$ cat src/rtl/frame_gen_pkg.sv
// rtl/frame_gen_pkg.sv - shared types and constants for the frame_gen video timing generator
// State encoding and the minimum values applied to the size/blanking inputs.
package frame_gen_pkg;

  typedef enum logic [2:0] {
    IDLE   = 3'd0,
    FBLANK = 3'd1,
    VPRE   = 3'd2,
    LINE   = 3'd3,
    HBLANK = 3'd4
  } state_t;

  localparam int HS_MIN = 1;
  localparam int VS_MIN = 1;
  localparam int HB_MIN = 1;
  localparam int FB_MIN = 1;

endpackage

$ cat src/rtl/frame_gen_if.sv
// rtl/frame_gen_if.sv - fvalid/lvalid/dvalid video stream interface
// The pixel bus and DATA_BITS exist only when FRAME_GEN_TESTPAT_EN is defined.
interface frame_gen_if
`ifdef FRAME_GEN_TESTPAT_EN
  #(parameter int DATA_BITS = 16)
`endif
  ;

  logic fvalid;
  logic lvalid;
  logic dvalid;
  logic frame_start;
  logic line_start;
`ifdef FRAME_GEN_TESTPAT_EN
  logic [DATA_BITS-1:0] pixel;
`endif

  modport master (
    output fvalid, lvalid, dvalid, frame_start,
`ifdef FRAME_GEN_TESTPAT_EN
    output pixel,
`endif
    output line_start
  );

  modport slave (
    input fvalid, lvalid, dvalid, frame_start,
`ifdef FRAME_GEN_TESTPAT_EN
    input pixel,
`endif
    input line_start
  );

endinterface

$ cat src/rtl/frame_gen_testpat.sv
// rtl/frame_gen_testpat.sv - (x + y) test pattern, aligned with the registered dvalid
// Driven by the generator's next-state decode so pixel lands on the same edge as dvalid.
module frame_gen_testpat #(
  parameter int TIMER_BITS = 32,
  parameter int DATA_BITS  = 16
) (
  input  logic                 clk_in,
  input  logic                 reset,
  input  logic                 i_active_next,
  input  logic                 i_frame_idle,
  output logic [DATA_BITS-1:0] o_pixel
);

  logic [TIMER_BITS-1:0] r_x;
  logic [TIMER_BITS-1:0] r_y;
  logic [DATA_BITS-1:0]  r_pixel;
  logic [TIMER_BITS-1:0] w_sum;

  assign w_sum   = r_x + r_y;
  assign o_pixel = r_pixel;

  // A non-zero column count while inactive means a line just ended: advance y once.
  always_ff @(posedge clk_in) begin
    if (reset) begin
      r_x     <= '0;
      r_y     <= '0;
      r_pixel <= '0;
    end else if (i_active_next) begin
      r_pixel <= DATA_BITS'(w_sum);
      r_x     <= r_x + TIMER_BITS'(1);
    end else begin
      r_pixel <= '0;
      r_x     <= '0;
      if (i_frame_idle) begin
        r_y <= '0;
      end else if (r_x != '0) begin
        r_y <= r_y + TIMER_BITS'(1);
      end
    end
  end

endmodule

$ cat src/rtl/frame_gen.sv
// rtl/frame_gen.sv - programmable fvalid/lvalid/dvalid raster timing generator
// FRAME_GEN_TESTPAT_EN adds the DATA_BITS parameter and an (x + y) pixel output.
module frame_gen
  import frame_gen_pkg::*;
#(
  parameter int TIMER_BITS = 32
`ifdef FRAME_GEN_TESTPAT_EN
  , parameter int DATA_BITS = 16
`endif
) (
  input  logic                  clk_in,
  input  logic                  reset,
  input  logic                  enable,
  input  logic [TIMER_BITS-1:0] hsize,
  input  logic [TIMER_BITS-1:0] vsize,
  input  logic [TIMER_BITS-1:0] hblank,
  input  logic [TIMER_BITS-1:0] vblank,
  input  logic [TIMER_BITS-1:0] fblank,
  output logic                  busy,
  frame_gen_if.master           vid
);

  localparam logic [TIMER_BITS-1:0] ONE = TIMER_BITS'(1);

  state_t                r_state;
  state_t                w_next;
  logic [TIMER_BITS-1:0] r_hs, r_vs, r_hb, r_vb, r_fb;
  logic [TIMER_BITS-1:0] r_cnt, r_line;
  logic [TIMER_BITS-1:0] w_cnt_next, w_line_next;
  logic                  w_capture;
  logic                  r_fvalid, r_lvalid, r_frame_start, r_line_start, r_busy;

  always_comb begin
    w_next      = r_state;
    w_cnt_next  = r_cnt + ONE;
    w_line_next = r_line;
    w_capture   = 1'b0;
    case (r_state)
      IDLE: begin
        w_cnt_next = '0;
        if (enable) begin
          w_next    = FBLANK;
          w_capture = 1'b1;
        end
      end
      FBLANK: if (r_cnt == r_fb - ONE) begin
        w_cnt_next  = '0;
        w_line_next = '0;
        w_next      = (r_vb == '0) ? LINE : VPRE;
      end
      VPRE: if (r_cnt == r_vb - ONE) begin
        w_cnt_next = '0;
        w_next     = LINE;
      end
      LINE: if (r_cnt == r_hs - ONE) begin
        w_cnt_next = '0;
        // enable is consulted only here, so a started frame always completes
        if (r_line == r_vs - ONE) begin
          w_next    = enable ? FBLANK : IDLE;
          w_capture = enable;
        end else begin
          w_next      = HBLANK;
          w_line_next = r_line + ONE;
        end
      end
      HBLANK: if (r_cnt == r_hb - ONE) begin
        w_cnt_next = '0;
        w_next     = LINE;
      end
      default: begin
        w_next     = IDLE;
        w_cnt_next = '0;
      end
    endcase
  end

  // Outputs are decoded from the next state so they change on the same edge as the state.
  always_ff @(posedge clk_in) begin
    if (reset) begin
      r_state       <= IDLE;
      r_cnt         <= '0;
      r_line        <= '0;
      r_hs          <= '0;
      r_vs          <= '0;
      r_hb          <= '0;
      r_vb          <= '0;
      r_fb          <= '0;
      r_fvalid      <= 1'b0;
      r_lvalid      <= 1'b0;
      r_frame_start <= 1'b0;
      r_line_start  <= 1'b0;
      r_busy        <= 1'b0;
    end else begin
      r_state       <= w_next;
      r_cnt         <= w_cnt_next;
      r_line        <= w_line_next;
      r_fvalid      <= (w_next == VPRE) || (w_next == LINE) || (w_next == HBLANK);
      r_lvalid      <= (w_next == LINE);
      r_frame_start <= (r_state == FBLANK) && (w_next != FBLANK);
      r_line_start  <= (w_next == LINE) && (r_state != LINE);
      r_busy        <= (w_next != IDLE);
      if (w_capture) begin
        r_hs <= (hsize  < TIMER_BITS'(HS_MIN)) ? TIMER_BITS'(HS_MIN) : hsize;
        r_vs <= (vsize  < TIMER_BITS'(VS_MIN)) ? TIMER_BITS'(VS_MIN) : vsize;
        r_hb <= (hblank < TIMER_BITS'(HB_MIN)) ? TIMER_BITS'(HB_MIN) : hblank;
        r_fb <= (fblank < TIMER_BITS'(FB_MIN)) ? TIMER_BITS'(FB_MIN) : fblank;
        r_vb <= vblank;
      end
    end
  end

  assign vid.fvalid      = r_fvalid;
  assign vid.lvalid      = r_lvalid;
  assign vid.dvalid      = r_lvalid;
  assign vid.frame_start = r_frame_start;
  assign vid.line_start  = r_line_start;
  assign busy            = r_busy;

`ifdef FRAME_GEN_TESTPAT_EN
  frame_gen_testpat #(
    .TIMER_BITS (TIMER_BITS),
    .DATA_BITS  (DATA_BITS)
  ) u_testpat (
    .clk_in        (clk_in),
    .reset         (reset),
    .i_active_next (w_next == LINE),
    .i_frame_idle  ((w_next == IDLE) || (w_next == FBLANK)),
    .o_pixel       (vid.pixel)
  );
`endif

endmodule

$ cat src/flat_wrapper.sv
// flat-port wrapper written by rule: the top's interface ports become plain ports
module frame_gen_flat import frame_gen_pkg::*;
#(
  parameter int TIMER_BITS = 32

)
  (clk_in, reset, enable, hsize, vsize, hblank, vblank, fblank, busy, vid_fvalid, vid_lvalid, vid_dvalid, vid_frame_start, vid_line_start);
  frame_gen_if vid_i ();
  input  logic clk_in;
  input  logic reset;
  input  logic enable;
  input  logic [TIMER_BITS-1:0] hsize;
  input  logic [TIMER_BITS-1:0] vsize;
  input  logic [TIMER_BITS-1:0] hblank;
  input  logic [TIMER_BITS-1:0] vblank;
  input  logic [TIMER_BITS-1:0] fblank;
  output logic busy;
  output wire logic [$bits(vid_i.fvalid)-1:0] vid_fvalid;
  output wire logic [$bits(vid_i.lvalid)-1:0] vid_lvalid;
  output wire logic [$bits(vid_i.dvalid)-1:0] vid_dvalid;
  output wire logic [$bits(vid_i.frame_start)-1:0] vid_frame_start;
  output wire logic [$bits(vid_i.line_start)-1:0] vid_line_start;
  assign vid_fvalid = vid_i.fvalid;
  assign vid_lvalid = vid_i.lvalid;
  assign vid_dvalid = vid_i.dvalid;
  assign vid_frame_start = vid_i.frame_start;
  assign vid_line_start = vid_i.line_start;
  frame_gen #(.TIMER_BITS(TIMER_BITS)) u_core (.clk_in(clk_in), .reset(reset), .enable(enable), .hsize(hsize), .vsize(vsize), .hblank(hblank), .vblank(vblank), .fblank(fblank), .busy(busy), .vid(vid_i));
endmodule
$ cat config.mk
export PLATFORM = sky130hd
export DESIGN_NAME = frame_gen_flat
export DESIGN_NICKNAME = d
export VERILOG_FILES = /design/src/rtl/frame_gen_pkg.sv /design/src/rtl/frame_gen_if.sv /design/src/rtl/frame_gen_testpat.sv /design/src/rtl/frame_gen.sv /design/src/flat_wrapper.sv
export SDC_FILE = /design/constraint.sdc
export NUM_CORES = 1
export LEC_CHECK = 0
export ABC_AREA = 1
export BUFFER_PORTS_ARGS = -buffer_cell sky130_fd_sc_hd__buf_2
export CAP_MARGIN = 40
export CORE_ASPECT_RATIO = 1.75
export CORE_MARGIN = 2
export CORE_UTILIZATION = 60
export DETAILED_ROUTE_END_ITERATION = 7
export MAX_ROUTING_LAYER = met4
export PLACE_DENSITY = 0.92
export SETUP_SLACK_MARGIN = 0.3
export SLEW_MARGIN = 25
export SYNTH_ARGS = -nofsm -noshare
export SYNTH_HDL_FRONTEND = slang
export SYNTH_SLANG_ARGS = --single-unit
$ cat constraint.sdc
create_clock -name clk_in -period 3.7 [get_ports clk_in]
set_clock_uncertainty 0.2 [all_clocks]
set_input_delay 0.74 -clock clk_in [delete_from_list [all_inputs] [get_ports clk_in]]
set_output_delay 0.74 -clock clk_in [all_outputs]
set_load 0.05 [all_outputs]
* After elaboration in Yosys (flattened, before gate mapping)
Cells that the tools add are included.
** Operators by class
- $add $sub $neg :: 7
- Magnitude comparators :: 4
- Equal/unequal tests :: 17
- Muxes and demuxes :: 26
- Reductions and logical operators :: 9
** Operator list (number)
- $mux 32 :: 11
- $eq 32x32->1 :: 5
- $sub 32x1->32 const B :: 5
- $lt 32x1->1 const B :: 4
- $pmux 32 s4 :: 1
- $add 32x1->32 const B :: 2
- $pmux 32 s2 :: 1
- $logic_not 32->1 :: 1
- $mux 3 :: 6
- $pmux 3 s5 :: 1
- $eq 3x2->1 const B :: 4
- $eq 3x3->1 const B :: 2
- $mux 1 :: 5
- $ne 2x1->1 const B :: 2
- $reduce_and 4->1 :: 1
- $eq 3x1->1 const B :: 1
- $logic_not 3->1 :: 1
- $ne 3x1->1 const B :: 1
- $ne 3x2->1 const B :: 1
- $reduce_bool 3->1 :: 1
- $logic_and 1x1->1 :: 2
- $logic_or 1x1->1 :: 2
- $ne 2x2->1 const B :: 1
- $pmux 1 s2 :: 1
- $reduce_bool 2->1 :: 1
** Storage, ports and cells
- Bits in registers :: 232
- Input port bits :: 163
- Output and inout bits :: 6
- Logic and storage cells :: 76

* Longest topological paths before layout
Gate-level depths: netlist of the first run.
- Depth in word-level cells :: 8
- Depth in mapped cells :: 22
- Depth with buffers taken out :: 20

* Worst setup path before layout of the first run
No wires, ideal clock.
- Kind :: register to register
- Start :: reg u_core.r_vs[0]
- End :: reg u_core.r_hs[0]
- Library setup time :: 0.116 ns
- Arrival :: 2.340 ns
- Path slack :: 1.044 ns
- Stages on the path, launching flop included :: 20
- Buffers on the path :: 2
- Clock period less this slack :: 2.656 ns
- Cells stage by stage :: dfxtp_1 inv_1 ha_1 nand2_1 nor2_4 nand2_1 nor2_1 nand2_1 xor2_1 nand4_1 nor2_1 nand3_1 nor2_1 nand2_2 nand2_4 inv_2 buf_6 buf_6 nor2_1 nor2_1
** Between the ends
- Longest elaborated chain between the ends :: 5
** RTL lines
- from (decl) :: line frame_gen.sv:27 : logic [TIMER_BITS-1:0] r_hs, r_vs, r_hb, r_vb, r_fb;
- from (signal assigned) :: line frame_gen.sv:104 : r_vs <= (vsize < TIMER_BITS'(VS_MIN)) ? TIMER_BITS'(VS_MIN) : vsize;
- $sub 32x1->32 :: line frame_gen.sv:58 : if (r_line == r_vs - ONE) begin
- $eq 32x32->1 :: line frame_gen.sv:58
- $mux 1 :: line frame_gen.sv:58
- $mux 1 :: line frame_gen.sv:55 : LINE: if (r_cnt == r_hs - ONE) begin
- $pmux 1 s2 :: line frame_gen.sv:38 : case (r_state)
- to (signal assigned) :: line frame_gen.sv:103 : r_hs <= (hsize < TIMER_BITS'(HS_MIN)) ? TIMER_BITS'(HS_MIN) : hsize;
- to (decl) :: line frame_gen.sv:27
No other way between the ends.
A chain may end at the register's enable or synchronous reset.

* Final worst setup path of the first run
- Start :: reg u_core.r_vs[13]
- End :: reg u_core.r_fb[30]
** Between the ends
- Longest elaborated chain between the ends :: 5
** RTL lines
- $sub 32x1->32 :: line frame_gen.sv:58
- $eq 32x32->1 :: line frame_gen.sv:58
- $mux 1 :: line frame_gen.sv:58
- $mux 1 :: line frame_gen.sv:55
- $pmux 1 s2 :: line frame_gen.sv:38
- to (signal assigned) :: line frame_gen.sv:106 : r_fb <= (fblank < TIMER_BITS'(FB_MIN)) ? TIMER_BITS'(FB_MIN) : fblank;
- to (decl) :: line frame_gen.sv:27
No other way between the ends.

==> flow_metrics.tcl, run 1 <==
set metrics [dict create \
    tightest_slew_ns 0.910 \
    drt_pass1_iterations 6 \
    yosys_warnings 0 \
    status "finished, final reports clean" \
    rsz0062_at_grt "no" \
    cts_tree "built" \
    path_clk_slew_ns 0.07 \
    drc 0 \
    finalInstanceArea_sq_um 18600 \
    overflow 0 \
    antenna_found_initial 0 \
    vias_per_cell 5.76 \
    ios 169 \
    synth-seq-area-share_pct 28.4 \
    wl_mm 57.5 \
    grt_max_degree 104 \
    max_cap_violations 0 \
    clkPwrFrac_pct 35.2 \
    fin_cells 3133 \
    p_sw_mw 2.50 \
    cts_sinks 232 \
    end_kind "register" \
    p_per_area_nw_per_um2 392 \
    syn_area_per_cell_sq_um 6.22 \
    num_rows 80 \
    dr.first_iter.drc_count 1552 \
    async_flop_share_pct 0 \
    nFillCells 2403 \
    yosysUniqueCellTypes 39 \
    synth_most_common_cell "nor2_1" \
    die_w_um 129 \
    synth_commonest_cells "nor2_1 (728), nand2_1 (536), dfxtp_1 (232), inv_1 (198), xor2_1 (179)" \
    cts_buffers 24 \
    place_ws_ns 0.0653 \
    final_nets 2957 \
    placed_cells 3076 \
    finalCriticalPeriod_ns 3.26 \
    h-tree-depth 1 \
    pwr-share-comb_pct 25.3 \
    clk_path_buf_depth 3 \
    finalCritPeriodShare_pct 88.2 \
    synth.top_cell.area_share_pct 28.4 \
    grt_pass1_vias 17800 \
    seq_power_share_pct 39.4 \
    port-buffer-count 168 \
    die-area_sq_um 28700 \
    grt_use_total_pct 40.8 \
    areaGrowthSynthToFinish_pct 13.8 \
    synth_area_leaders "dfxtp_1 (28%), nor2_1 (17%), nand2_1 (12%)" \
    clk_latency_ns 0.56 \
    grt_first_pass_wirelength_mm 88.7 \
    synthesis.instances 2632 \
    hpwl_mm 43.0 \
    power_mw 7.31 \
    hold_path_class "input port to register" \
    wl_per_cell_um 18.4 \
    whs_ns 0.209 \
    ir_drop_mv 0.384 \
    synth_edf_count 0 \
    hold_violations 0 \
    critical_path_class "register to register" \
    initial_utilization_pct 60.6 \
    worstPathRequired_ns 4.00 \
    synth_top_area_cell "dfxtp_1" \
    p_int_mw 4.82 \
    synth-seq-cells 232 \
    synth_top_flop_cell "dfxtp_1" \
    num_vias 18000 \
    worstPathMaxFanout 34 \
    power.leakage_nw 8.34 \
    worst_setup_path_start_kind "register" \
    synth_fp_nets 2802 \
    layout-drive-gt1-share_pct 13.1 \
    place_congestion 1.09 \
    cts_root_buf "clkbuf_16" \
    synth.cell_area_sq_um 16400 \
    fmax_ghz 0.306 \
    setup_slack_ns 0.435 \
    core_area_sq_um 27000 \
    cp.arrival_ns 3.56 \
    placed_cell_area_sq_um 17500 \
    maxSlewViolCount 0 \
    finalSetupViolations 0 \
    final_util_pct 69.0 \
    ant_nets 0 \
    p_sw_share_pct 34.2 \
    relSlewSlack_pct 38.8 \
    setup_tns_ns 0 \
    fp.dieH_um 223 \
]
-- critical path, stage by stage, from the launching register on --
cell and delay [ns]:
dfxtp_1 0.37, nor2_1 0.20, nand2_1 0.15, nor2_2 0.31
nand2_2 0.19, nor2_2 0.15, xor2_1 0.20, nand4_1 0.17
nor2_4 0.18, nand3_2 0.11, nor2_1 0.12, nand2_2 0.11
nand2_8 0.14, buf_12 0.14, clkbuf_16 0.22, o21ai_0 0.10
nor2_1 0.13
-- state kept, by name, summed over array words and instances (netlist names) --
signal / cells
u_core.r_line: 32
u_core.vid.fvalid: 1
u_core.r_vs: 32
u_core.r_cnt: 32
u_core.r_fb: 32
u_core.r_state: 3
u_core.r_hs: 32
u_core.r_hb: 32
u_core.vid.dvalid: 1
u_core.busy: 1
u_core.r_vb: 32
u_core.vid.line_start: 1
u_core.vid.frame_start: 1
-- kinds of logic after synthesis --
| family | share of synthesized area, % |
|---|---|
| buffers and inverters | 8.52 |
| adder cells (fa/ha/maj) | 0.535 |
| XOR/XNOR | 14.9 |
| AND/OR/NAND/NOR | 40.1 |
| AO/OA/AOI/OAI | 7.65 |
| flip-flops | 28.4 |
-- worst paths after layout --
| path | slack, ns | depth (start not counted) | start | endpoint |
|---|---|---|---|---|
| setup / recovery | 0.44 | 16 | u_core.r_vs[13] | u_core.r_fb[30] |
| hold / removal | 0.21 | 3 | vblank[9] | u_core.r_vb[9] |
| setup reg to reg | 0.44 | 16 | u_core.r_vs[13] | u_core.r_fb[30] |
| hold reg to reg | 0.31 | 2 | u_core.r_line[3] | u_core.r_line[3] |
-- metal layers --
layer  wire, um  GRT usage [%]  up-vias  share of wire [%]
met1      18100           36.7     8115                 31
met3       4220           9.05      419                7.3
met4       6680           36.9        0                 12
li1           -              -     8600                  -
met5          0              -        -                  0
met2      28500           69.6      901                 50
-- placed cells by master, fill, tap and decap left out, drive strengths merged, types with 47 or more instances in the layout --
cell	instances
xor2	179
xnor2	94
o21ai	181
nand2	547
buf	228
nor2	769
inv	201
nand3	93
nor4	49
nand4	47
dfxtp	232
-- power by group through the flow --
stage	sequential, mW	clock (mW)	combinational, mW
after floorplan	2.85	0	1.30
after global placement	2.92	0	1.67
after detailed placement	2.92	0	1.72
after CTS	2.87	2.57	1.74
after global routing	2.90	2.69	2.07
final	2.88	2.58	1.85
-- timing repair --
action / in CTS / in global routing
setup buffers: 0 / 10
hold buffers: 0 / 0
endpoints found under the setup margin: 87 / 227
pin swaps: 0 / 6
gates resized for setup: 6 / 41
gates cloned: 0 / 2
-- area by class of cell --
class	count	area, sq um	area share (%)
Clock inverter	14	158	0.846
Tap cell	328	410	2.20
Timing Repair Buffer	231	1480	7.95
Antenna cell	1	2.50	0.0134
Multi-Input combinational cell	2091	10500	56.3
Clock buffer	29	661	3.54
Inverter	207	787	4.22
Sequential cell	232	4650	24.9
(Power assumes the default switching activity.)
==> run 2, diff against run 1 <==
RECOVER_POWER = 50   (was not set)
==> flow_metrics.tcl, run 2 (synthesis gave the netlist of run 1 again) <==
set metrics [dict create \
    vias_per_cell 5.74 \
    num_vias 18000 \
    nFillCells 2420 \
    worstPathRequired_ns 3.95 \
    status "finished, final reports clean" \
    drc 0 \
    worstHoldEndpoint "u_core.r_vb[9]" \
    final_nets 2957 \
    hold_start "vblank[9]" \
    areaGrowthSynthToFinish_pct 13.5 \
    hpwl_mm 43.0 \
    hold_violations 0 \
    placed_cell_area_sq_um 17500 \
    p_per_area_nw_per_um2 393 \
    setup_tns_ns 0 \
    clk_path_buf_depth 3 \
    reg2reg_slack_ns 0.38 \
    grt_first_pass_wirelength_mm 88.7 \
    r2r_cells 21 \
    cts_buffers 24 \
    maxSlewViolCount 0 \
    num_rows 80 \
    finalInstanceArea_sq_um 18600 \
    finalCritPeriodShare_pct 89.7 \
    ios 169 \
    initial_utilization_pct 60.6 \
    wl_mm 57.6 \
    cts_tree "built" \
    regToRegEndpoint "u_core.r_fb[7]" \
    fp.dieH_um 223 \
    cts_root_buf "clkbuf_16" \
    finalCriticalPeriod_ns 3.32 \
    place_ws_ns 0.0653 \
    dr.first_iter.drc_count 1397 \
    ant_nets 0 \
    place_congestion 1.09 \
    setup_slack_ns 0.383 \
    tightest_slew_ns 0.975 \
    relSlewSlack_pct 34.4 \
    ir_drop_mv 0.384 \
    reg2reg_from "u_core.r_vs[5]" \
    cts_hold_buf 0 \
    wl_per_cell_um 18.4 \
    finalSetupViolations 0 \
    max_cap_violations 0 \
    end_kind "register" \
    grt_pass1_vias 17800 \
    worstHoldPathCells 3 \
    power.leakage_nw 8.31 \
    overflow 0 \
    port-buffer-count 168 \
    grt_use_total_pct 40.8 \
    drt_pass1_iterations 6 \
    hold_path_class "input port to register" \
    worstPathMaxFanout 54 \
    cts_sinks 232 \
    rsz0062_at_grt "no" \
    fmax_ghz 0.301 \
    grt_max_degree 104 \
    layout_common_cells "nor2_1 (717), nand2_1 (533), dfxtp_1 (229)" \
    core_area_sq_um 27000 \
    critical_path_class "register to register" \
    startpoint "u_core.r_vs[5]" \
    clk_latency_ns 0.56 \
    die-area_sq_um 28700 \
    worst_setup_path_start_kind "register" \
    path_clk_slew_ns 0.07 \
    antenna_found_initial 0 \
    layout-drive-gt1-share_pct 12.5 \
    h-tree-depth 1 \
    final_common_cell "nor2_1" \
    die_w_um 129 \
    cp.arrival_ns 3.57 \
]
[run 2: changes by cell type in the layout (fill, tap and decap cells not counted), moves of 6 or more]
cell | before | now
o21ai_0 | 99 | 115
clkbuf_1 | 2 | 8
buf_2 | 168 | 162
nor2_2 | 47 | 41
o21ai_1 | 81 | 65
nor2_1 | 710 | 717
[run 2: layout make-up]
type | count | area (sq um) | area share (%)
antenna | 1 | 2.50 | 0.0135
clock buffer | 29 | 661 | 3.55
clock inverter | 14 | 158 | 0.848
inverter | 207 | 785 | 4.22
multi-input combinational | 2091 | 10500 | 56.2
sequential | 232 | 4650 | 25.0
tap | 328 | 410 | 2.21
timing repair buffer | 231 | 1470 | 7.93
[run 2: worst max-delay path, cell delays in order, from the launching register on]
cell        delay, ns
dfxtp_1          0.35
nor2_1           0.16
nand2_1          0.12
nor2_1           0.17
buf_4            0.16
nand3_1          0.17
clkinvlp_2       0.19
buf_4            0.13
nand2_1          0.04
nand2_1          0.09
nand2_1          0.07
nor2_1           0.12
nand3_1          0.08
nor2_1           0.11
nand3_1          0.12
nor2_1           0.13
nand2_2          0.11
nand2_8          0.14
inv_6            0.11
buf_12           0.20
nor2_1           0.14
nor2_1           0.06
[run 2: power breakdown]
part           internal, mW  total, mW  leakage, nW  switching [mW]
registers              2.66       2.88         1.91           0.228
clock network          1.48       2.58        0.391            1.10
logic                 0.675       1.84         6.01            1.17
total                  4.81       7.30         8.31            2.49
[run 2: worst max path at each step]
| stage | endpoint | slack [ns] | depth (start not counted) |
|---|---|---|---|
| global route | u_core.r_line[25] | 0.15 | 19 |
| detailed placement | u_core.r_line[25] | 0.07 | 19 |
| CTS | u_core.r_hb[23] | 0.32 | 17 |
| floorplan | u_core.r_hs[0] | 1.04 | 19 |
| finish | u_core.r_fb[7] | 0.38 | 21 |
| global placement | u_core.r_line[27] | 0.16 | 19 |
[run 2: per-stage QoR]
stage          hold slack [ns]  power (mW)  utilization (%)  instances
4_1_cts                  0.212        7.18             67.8       3119
5_1_grt                  0.211        7.65             68.8       3132
6_report                 0.210        7.30             68.8       3133
2_1_floorplan            0.262        4.15                -       2632
3_3_place_gp             0.287        4.59             64.7       3076
3_5_place_dp             0.294        4.64             64.7       3076
[run 2: metal layers]
| layer | track usage [%] | routed length (um) | up-vias |
|---|---|---|---|
| met1 | 36.7 | 18100 | 8096 |
| met3 | 9.05 | 4230 | 413 |
| met2 | 69.6 | 28600 | 855 |
| li1 | - | - | 8604 |
| met4 | 36.9 | 6570 | 0 |
| met5 | - | 0 | - |
[run 2: repair_timing]
action | in CTS | in global routing
pin swaps | 0 | 6
endpoints found under the hold margin | 0 | 0
setup buffers | 0 | 10
resized for setup | 6 | 41
cloned | 0 | 2
setup endpoints to repair | 87 | 227
